$ cat src/rtl/muldiv_pkg.sv
// Shared definitions for the multi-cycle multiply/divide engine:
// opcode encodings, sequencer state codes and a width-generic negate helper.
package muldiv_pkg;

   localparam logic [1:0] OP_MUL  = 2'b00;
   localparam logic [1:0] OP_MULU = 2'b01;
   localparam logic [1:0] OP_DIV  = 2'b10;
   localparam logic [1:0] OP_DIVU = 2'b11;

   localparam logic [1:0] ST_IDLE = 2'd0;
   localparam logic [1:0] ST_CALC = 2'd1;
   localparam logic [1:0] ST_FIX  = 2'd2;
   localparam logic [1:0] ST_DONE = 2'd3;

   // Widest value negate handles; callers zero-extend in and truncate out,
   // which is exact for two's complement.
   localparam int unsigned NEG_W = 128;

   function automatic logic [NEG_W-1:0] negate(input logic [NEG_W-1:0] x);
      return ~x + NEG_W'(1);
   endfunction

endpackage

$ cat src/rtl/muldiv_unit.sv
// Sequenced multiply/divide engine: magnitude shift-add / restoring divide
// over WIDTH cycles, then one sign-fix cycle, with a start/done handshake.
module muldiv_unit
   import muldiv_pkg::*;
#(
   parameter int unsigned WIDTH = 32
) (
   input  logic             clk,
   input  logic             clr,
   input  logic             start,
   input  logic [1:0]       op,
   input  logic [WIDTH-1:0] a,
   input  logic [WIDTH-1:0] b,
   output logic             busy,
   output logic             done,
   output logic [WIDTH-1:0] hi,
   output logic [WIDTH-1:0] lo,
   output logic             div0
);

   localparam int unsigned AW = 2 * WIDTH;
   localparam int unsigned CW = $clog2(WIDTH + 1);

   logic [1:0]       state_q, state_d;
   logic [CW-1:0]    count_q, count_d;
   logic [1:0]       op_q, op_d;
   logic             sign_q, sign_d;
   logic             rneg_q, rneg_d;
   logic [WIDTH-1:0] bmag_q, bmag_d;
   logic [AW-1:0]    acc_q, acc_d;
   logic [WIDTH-1:0] hi_d, lo_d;
   logic             div0_d, busy_d, done_d;

   logic             is_div_in, is_signed_in, is_div_q;
   logic             a_neg, b_neg;
   logic [WIDTH-1:0] a_mag, b_mag;
   logic [WIDTH:0]   mul_sum, div_rem, div_diff;
   logic [AW-1:0]    prod_fix;
   logic [WIDTH-1:0] quo_fix, rem_fix;

   // Next-state, datapath and output computation
   always_comb begin
      state_d = state_q;
      count_d = count_q;
      op_d    = op_q;
      sign_d  = sign_q;
      rneg_d  = rneg_q;
      bmag_d  = bmag_q;
      acc_d   = acc_q;
      hi_d    = hi;
      lo_d    = lo;
      div0_d  = div0;

      is_div_in    = (op == OP_DIV) || (op == OP_DIVU);
      is_signed_in = (op == OP_MUL) || (op == OP_DIV);
      is_div_q     = (op_q == OP_DIV) || (op_q == OP_DIVU);
      a_neg        = is_signed_in & a[WIDTH-1];
      b_neg        = is_signed_in & b[WIDTH-1];
      a_mag        = a_neg ? WIDTH'(negate(NEG_W'(a))) : a;
      b_mag        = b_neg ? WIDTH'(negate(NEG_W'(b))) : b;

      // Shift-add step: add multiplier into the upper half, shift right with carry
      mul_sum  = {1'b0, acc_q[AW-1:WIDTH]} + (acc_q[0] ? {1'b0, bmag_q} : {(WIDTH+1){1'b0}});
      // Restoring step: remainder shifted left with the next dividend bit
      div_rem  = acc_q[AW-1:WIDTH-1];
      div_diff = div_rem - {1'b0, bmag_q};

      prod_fix = sign_q ? AW'(negate(NEG_W'(acc_q))) : acc_q;
      quo_fix  = sign_q ? WIDTH'(negate(NEG_W'(acc_q[WIDTH-1:0]))) : acc_q[WIDTH-1:0];
      rem_fix  = rneg_q ? WIDTH'(negate(NEG_W'(acc_q[AW-1:WIDTH]))) : acc_q[AW-1:WIDTH];

      case (state_q)
         ST_IDLE: begin
            if (start) begin
               op_d   = op;
               sign_d = a_neg ^ b_neg;
               rneg_d = a_neg;
               bmag_d = b_mag;
               acc_d  = {WIDTH'(0), a_mag};
               div0_d = 1'b0;
               if (is_div_in && (b == '0)) begin
                  hi_d    = a;
                  lo_d    = '1;
                  div0_d  = 1'b1;
                  state_d = ST_DONE;
               end else begin
                  count_d = CW'(WIDTH);
                  state_d = ST_CALC;
               end
            end
         end
         ST_CALC: begin
            count_d = count_q - CW'(1);
            if (is_div_q) begin
               if (!div_diff[WIDTH])
                  acc_d = {div_diff[WIDTH-1:0], acc_q[WIDTH-2:0], 1'b1};
               else
                  acc_d = {div_rem[WIDTH-1:0], acc_q[WIDTH-2:0], 1'b0};
            end else begin
               acc_d = {mul_sum, acc_q[WIDTH-1:1]};
            end
            if (count_q == CW'(1))
               state_d = ST_FIX;
         end
         ST_FIX: begin
            if (is_div_q) begin
               lo_d = quo_fix;
               hi_d = rem_fix;
            end else begin
               hi_d = prod_fix[AW-1:WIDTH];
               lo_d = prod_fix[WIDTH-1:0];
            end
            state_d = ST_DONE;
         end
         ST_DONE: state_d = ST_IDLE;
         default: state_d = ST_IDLE;
      endcase

      busy_d = (state_d != ST_IDLE);
      done_d = (state_d == ST_DONE);
   end

   // State and datapath registers
   always_ff @(posedge clk or negedge clr) begin
      if (!clr) begin
         state_q <= ST_IDLE;
         count_q <= '0;
         op_q    <= '0;
         sign_q  <= 1'b0;
         rneg_q  <= 1'b0;
         bmag_q  <= '0;
         acc_q   <= '0;
         hi      <= '0;
         lo      <= '0;
         div0    <= 1'b0;
         busy    <= 1'b0;
         done    <= 1'b0;
      end else begin
         state_q <= state_d;
         count_q <= count_d;
         op_q    <= op_d;
         sign_q  <= sign_d;
         rneg_q  <= rneg_d;
         bmag_q  <= bmag_d;
         acc_q   <= acc_d;
         hi      <= hi_d;
         lo      <= lo_d;
         div0    <= div0_d;
         busy    <= busy_d;
         done    <= done_d;
      end
   end

endmodule

$ cat config.mk
export PLATFORM = sky130hd
export DESIGN_NAME = muldiv_unit
export DESIGN_NICKNAME = d
export VERILOG_FILES = /design/src/rtl/muldiv_pkg.sv /design/src/rtl/muldiv_unit.sv
export SDC_FILE = /design/constraint.sdc
export NUM_CORES = 1
export LEC_CHECK = 0
export CORE_MARGIN = 2
export CORE_UTILIZATION = 60
export CTS_CLUSTER_SIZE = 14
export DETAILED_ROUTE_END_ITERATION = 10
export DONT_BUFFER_PORTS = 1
export GPL_TIMING_DRIVEN = 0
export PLACE_DENSITY = 0.77
export RECOVER_POWER = 25
export SLEW_MARGIN = 25
export SYNTH_ARGS = -nofsm -noshare
export SYNTH_HDL_FRONTEND = slang
export SYNTH_SLANG_ARGS = --single-unit
export TNS_END_PERCENT = 5
$ cat constraint.sdc
create_clock -name clk -period 6.77 [get_ports clk]
set_clock_uncertainty 0.15 [all_clocks]
set_input_delay 0.677 -clock clk [delete_from_list [all_inputs] [get_ports clk]]
set_output_delay 0.677 -clock clk [all_outputs]
set_load 0.02 [all_outputs]
==> impl_table.tex <==
\begin{tabular}{lr}
\hline
Metric & Value \\
\hline
\multicolumn{2}{l}{\textbf{STA}} \\
\quad Setup TNS & 0 ns \\
\quad Final setup violation count & 0 \\
\quad Max-slew headroom at the worst pin & -193\% \\
\quad Highest clock rate & $\sim$0.22 GHz \\
\quad Pins Over Slew Limit & 175 \\
\quad Worst hold slack after final layout & around 0.17 ns \\
\quad Setup repair after global routing missed its margin & no \\
\quad Min Clock Period, post-route & roughly 4.6 ns \\
\quad Slew at the pin closest to its max-slew limit & approximately 4.4 ns \\
\quad Final worst-path cycle share & $\sim$69\% \\
\quad Hold violation total from the final report & 0 \\
\multicolumn{2}{l}{\textbf{Synthesis}} \\
\quad Cell accounting for the most synthesized area & sky130\_fd\_sc\_hd\_\_dfrtp\_1 \\
\quad Synthesized flop and latch total & 174 \\
\quad Synthesized net count & $\sim$1900 \\
\quad Instance count of the mapped netlist & between 1500 and 2000 \\
\quad Total standard cell area after synthesis & between 10000 and 15000 µm² \\
\quad Leading post-synthesis cells by cell area & sky130\_fd\_sc\_hd\_\_dfrtp\_1 30\%, sky130\_fd\_sc\_hd\_\_o21ai\_0 7.3\%, sky130\_fd\_sc\_hd\_\_ha\_1 6.1\% \\
\quad FFs w/ async S/R, synth & between 90\% and 100\% \\
\quad Primary flip-flop cell chosen by synthesis mapping & sky130\_fd\_sc\_hd\_\_dfrtp\_1 \\
\quad Number of distinct library cells after synthesis & approximately 80 \\
\quad Number of flops mapped to enable cells by yosys & 0 \\
\quad Seq/Total Area, Yosys & between 30 and 40\% \\
\quad Average cell area after synthesis & a little over 8 µm² \\
\quad Syn. warnings & 0 \\
\quad Area share of the leading cell type in the synthesized netlist & between 30\% and 40\% \\
\multicolumn{2}{l}{\textbf{Worst setup path}} \\
\quad Crit path depth & 13 \\
\quad Kind of critical path & flip-flop to flip-flop \\
\quad Count of buffering cells on the critical path with inverters included & 2 \\
\quad Top cell by count, worst path & sky130\_fd\_sc\_hd\_\_a21oi\_1 \\
\quad Cell with the biggest individual delay on the critical path & sky130\_fd\_sc\_hd\_\_o311ai\_4 \\
\quad Critical path, cell by cell & inv\_1 -> ha\_1 -> fa\_1 -> nor2b\_1 -> o31a\_1 -> o31ai\_1 -> a21oi\_1 -> a41oi\_1 -> a21oi\_1 -> o311ai\_4 -> buf\_2 -> mux2i\_1 -> o21ai\_0 \\
\quad Crit Reg-Reg Endpoint & acc\_q[53] \\
\quad Critical Path RT & around 7 ns \\
\quad Cell count of the worst reg-to-reg path & 13 \\
\quad Critical path launch point & acc\_q[31] \\
\quad Worst setup endpoint & acc\_q[53] \\
\quad Max stage delay on crit path & roughly 0.64 ns \\
\quad Startpoint of the worst register-to-register path & acc\_q[31] \\
\quad CP Data Arrival Time & 4.81 ns \\
\quad Highest net fanout along the worst path & 10 \\
\quad Register-to-Register Setup Slack & between 2 and 2.5 ns \\
\quad Dominant delay contributor by cell family on the critical path & compound AO/OA/AOI/OAI gates \\
\quad Kind of end point of the critical path & flip-flop \\
\quad Kind of launch point of the worst setup path & flip-flop \\
\multicolumn{2}{l}{\textbf{Status}} \\
\quad Status & complete, but fails checks \\
\quad Violations in the final reports & max-capacitance violations, max-slew violations \\
\multicolumn{2}{l}{\textbf{Clock tree}} \\
\quad Clk root buf & sky130\_fd\_sc\_hd\_\_clkbuf\_16 \\
\quad CTS H-tree lvls & 4 \\
\quad Number of buffers inserted for hold repair after clock tree synthesis & 1 \\
\quad Post CTS Setup Buffer Count & 0 \\
\quad CTS tree & yes \\
\quad Clock-pin transition on the worst setup and hold timing paths & 0.08 ns \\
\quad Source-to-sink clock delay at the later pin of the worst-skew pair & 0.46 ns \\
\quad TritonCTS buffer count & 17 \\
\quad CTS sink count & 174 \\
\quad Largest buffer count on any clock path & 2 \\
\quad Count of cells resized by post-cts repair & 0 \\
\multicolumn{2}{l}{\textbf{GRT}} \\
\quad Initial antenna violation count & 1 \\
\quad Overall fraction of global-route tracks in use & around two fifths \\
\quad Largest net degree at the start of global routing & $\sim$180 \\
\quad First-pass GRT wire length & approximately 74000 µm \\
\quad Remaining global-route overflow & 0 \\
\quad Via count of the first global-routing pass & between 10000 and 15000 \\
\multicolumn{2}{l}{\textbf{Die}} \\
\quad Horizontal die dimension & $\sim$160 µm \\
\quad Floorplan row count & between 50 and 60 \\
\quad Die Y-Extent & $\sim$160 µm \\
\quad Core area & 23400 µm² \\
\quad Number of primary I/O pins & 136 \\
\quad Die Area & around 25000 µm² \\
\quad Initial Util & between 60\% and 70\% \\
\multicolumn{2}{l}{\textbf{Routing}} \\
\quad DR DRC count & 0 \\
\quad Vias per Instance & between 6 and 7 \\
\quad Via count & 14000 \\
\quad Average wire per standard cell & about 23 µm \\
\quad Length of the first detailed-routing pass in iterations & 6 \\
\quad Antenna Nets Post-Route & 0 \\
\quad Sum of routed wire length over all layers & between 40000 and 50000 µm \\
\quad Number of DRC markers after the initial detailed-route iteration & approximately 1600 \\
\multicolumn{2}{l}{\textbf{Power}} \\
\quad Sequential share of power & between 20\% and 30\% \\
\quad Switching portion of total power & roughly 53\% \\
\quad Overall Power & 9170 µW \\
\quad Design internal power & approximately 4300 µW \\
\quad Fraction of power consumed by the clock network & between 10\% and 20\% \\
\quad Power per unit of standard cell area & between 500 and 600 nW/µm² \\
\quad Total net switching power & slightly below 5000 µW \\
\quad Maximum ir drop on the vdd rail & approximately 0.00034 V \\
\quad Leak Pwr & around 0.0065 µW \\
\quad Comb power frac & approximately 62\% \\
\multicolumn{2}{l}{\textbf{Place}} \\
\quad Number of input and output port buffers inserted & 0 \\
\quad RD Place Congestion & just over 1 \\
\quad Detailed placer's ending HPWL & approximately 38000 µm \\
\multicolumn{2}{l}{\textbf{Final layout}} \\
\quad Number of nets in the final layout & 1937 \\
\quad Most frequent cells in the layout & 207 x sky130\_fd\_sc\_hd\_\_o21ai\_0, 176 x sky130\_fd\_sc\_hd\_\_nand2\_1, 174 x sky130\_fd\_sc\_hd\_\_dfrtp\_1, 128 x sky130\_fd\_sc\_hd\_\_nor2\_1, 125 x sky130\_fd\_sc\_hd\_\_a21oi\_1 \\
\quad Final core area utilization & between 60\% and 70\% \\
\quad Count of fill cells added during filler insertion & $\sim$2000 \\
\quad Area Growth Syn to Fin & 7.41\% \\
\quad Leading cell type in the layout, fill and taps excluded & sky130\_fd\_sc\_hd\_\_o21ai\_0 \\
\quad ANT cells & 0 \\
\quad Share of cells above drive strength 1 & 4.26\% \\
\multicolumn{2}{l}{\textbf{Run}} \\
\quad Max Cap Viol & 1 \\
\multicolumn{2}{l}{\textbf{Hold path}} \\
\quad Hold Path Class & input port to flip-flop \\
\hline
\end{tabular}
metal layers:
| layer | part of all wire [%] | wire (µm) | up-vias | global-route usage [%] |
|---|---|---|---|---|
| li1 | - | - | 6460 | - |
| met1 | 39 | 19000 | 6669 | 48.0 |
| met2 | 45 | 21800 | 704 | 62.4 |
| met4 | 8.0 | 3860 | 2 | 28.6 |
| met5 | 0.027 | 13 | - | 0 |
| met3 | 7.8 | 3790 | 172 | 6.59 |
Yosys cell counts (all sizes together), types with 11 or more instances:
master	instances
o21ai	209
nand2	176
dfrtp	174
nor2	128
a21oi	125
clkbuf	91
nor3	88
xnor2	84
mux2i	79
xor2	78
inv	71
ha	70
a21o	30
a22oi	28
nand3	25
o31ai	25
or3	24
nor4	19
a31oi	18
a211oi	17
nor2b	17
buf	16
nand2b	13
o41ai	11
or4	11
logic make-up after synthesis:
| group | count (synthesis) | share of synthesized area (%) |
|---|---|---|
| XOR/XNOR | 162 | 9.93 |
| multiplexers | 81 | 5.69 |
| AND/OR/NAND/NOR | 552 | 18.5 |
| flip-flops | 174 | 30.5 |
| buffers and inverters | 179 | 4.97 |
| AO/OA/AOI/OAI | 555 | 24.0 |
| adder cells (fa/ha/maj) | 72 | 6.41 |
flip-flops by register name (all words and copies together), names as in the netlist:
signal,count
acc_q,64
bmag_q,32
busy,1
count_q,6
div0,1
done,1
hi,32
lo,32
op_q,1
rneg_q,1
sign_q,1
state_q,2
worst min path at each step:
stage / start / to / depth (start not counted)
4_1_cts: clr / lo[18] / 1
3_5_place_dp: clr / lo[18] / 0
3_3_place_gp: clr / lo[18] / 0
5_1_grt: op[0] / sign_q / 1
6_report: op[0] / sign_q / 1
2_1_floorplan: clr / acc_q[0] / 0
power groups by stage:
stage                     Sequential, µW  Combinational, µW  Clock (µW)
after global routing                2470               6210        1130
after global placement              2400               5380           0
final                               2420               5660        1090
after floorplan                     2150               4170           0
after detailed placement            2410               5460           0
after CTS                           2390               5540        1090
metrics by stage:
| step | instance area, µm² | worst slack [ns] | std cells |
|---|---|---|---|
| 2_1_floorplan | 14300 | 3.41 | 1775 |
| 3_3_place_gp | 14700 | 1.73 | 2094 |
| 3_5_place_dp | 14700 | 2.29 | 2095 |
| 4_1_cts | 15400 | 2.25 | 2128 |
| 5_1_grt | 15300 | 1.53 | 2128 |
| 6_report | 15300 | 2.13 | 2128 |
cell type report:
type	instances	area, µm²	share of cell area, %
Buffer	107	439	2.86
Clock buffer	17	425	2.77
Clock inverter	15	216	1.41
Inverter	72	270	1.76
Multi-Input combinational cell	1422	9230	60.1
Sequential cell	174	4350	28.4
Tap cell	319	399	2.60
Timing Repair Buffer	2	12.5	0.0816
(Power assumes the default switching activity.)
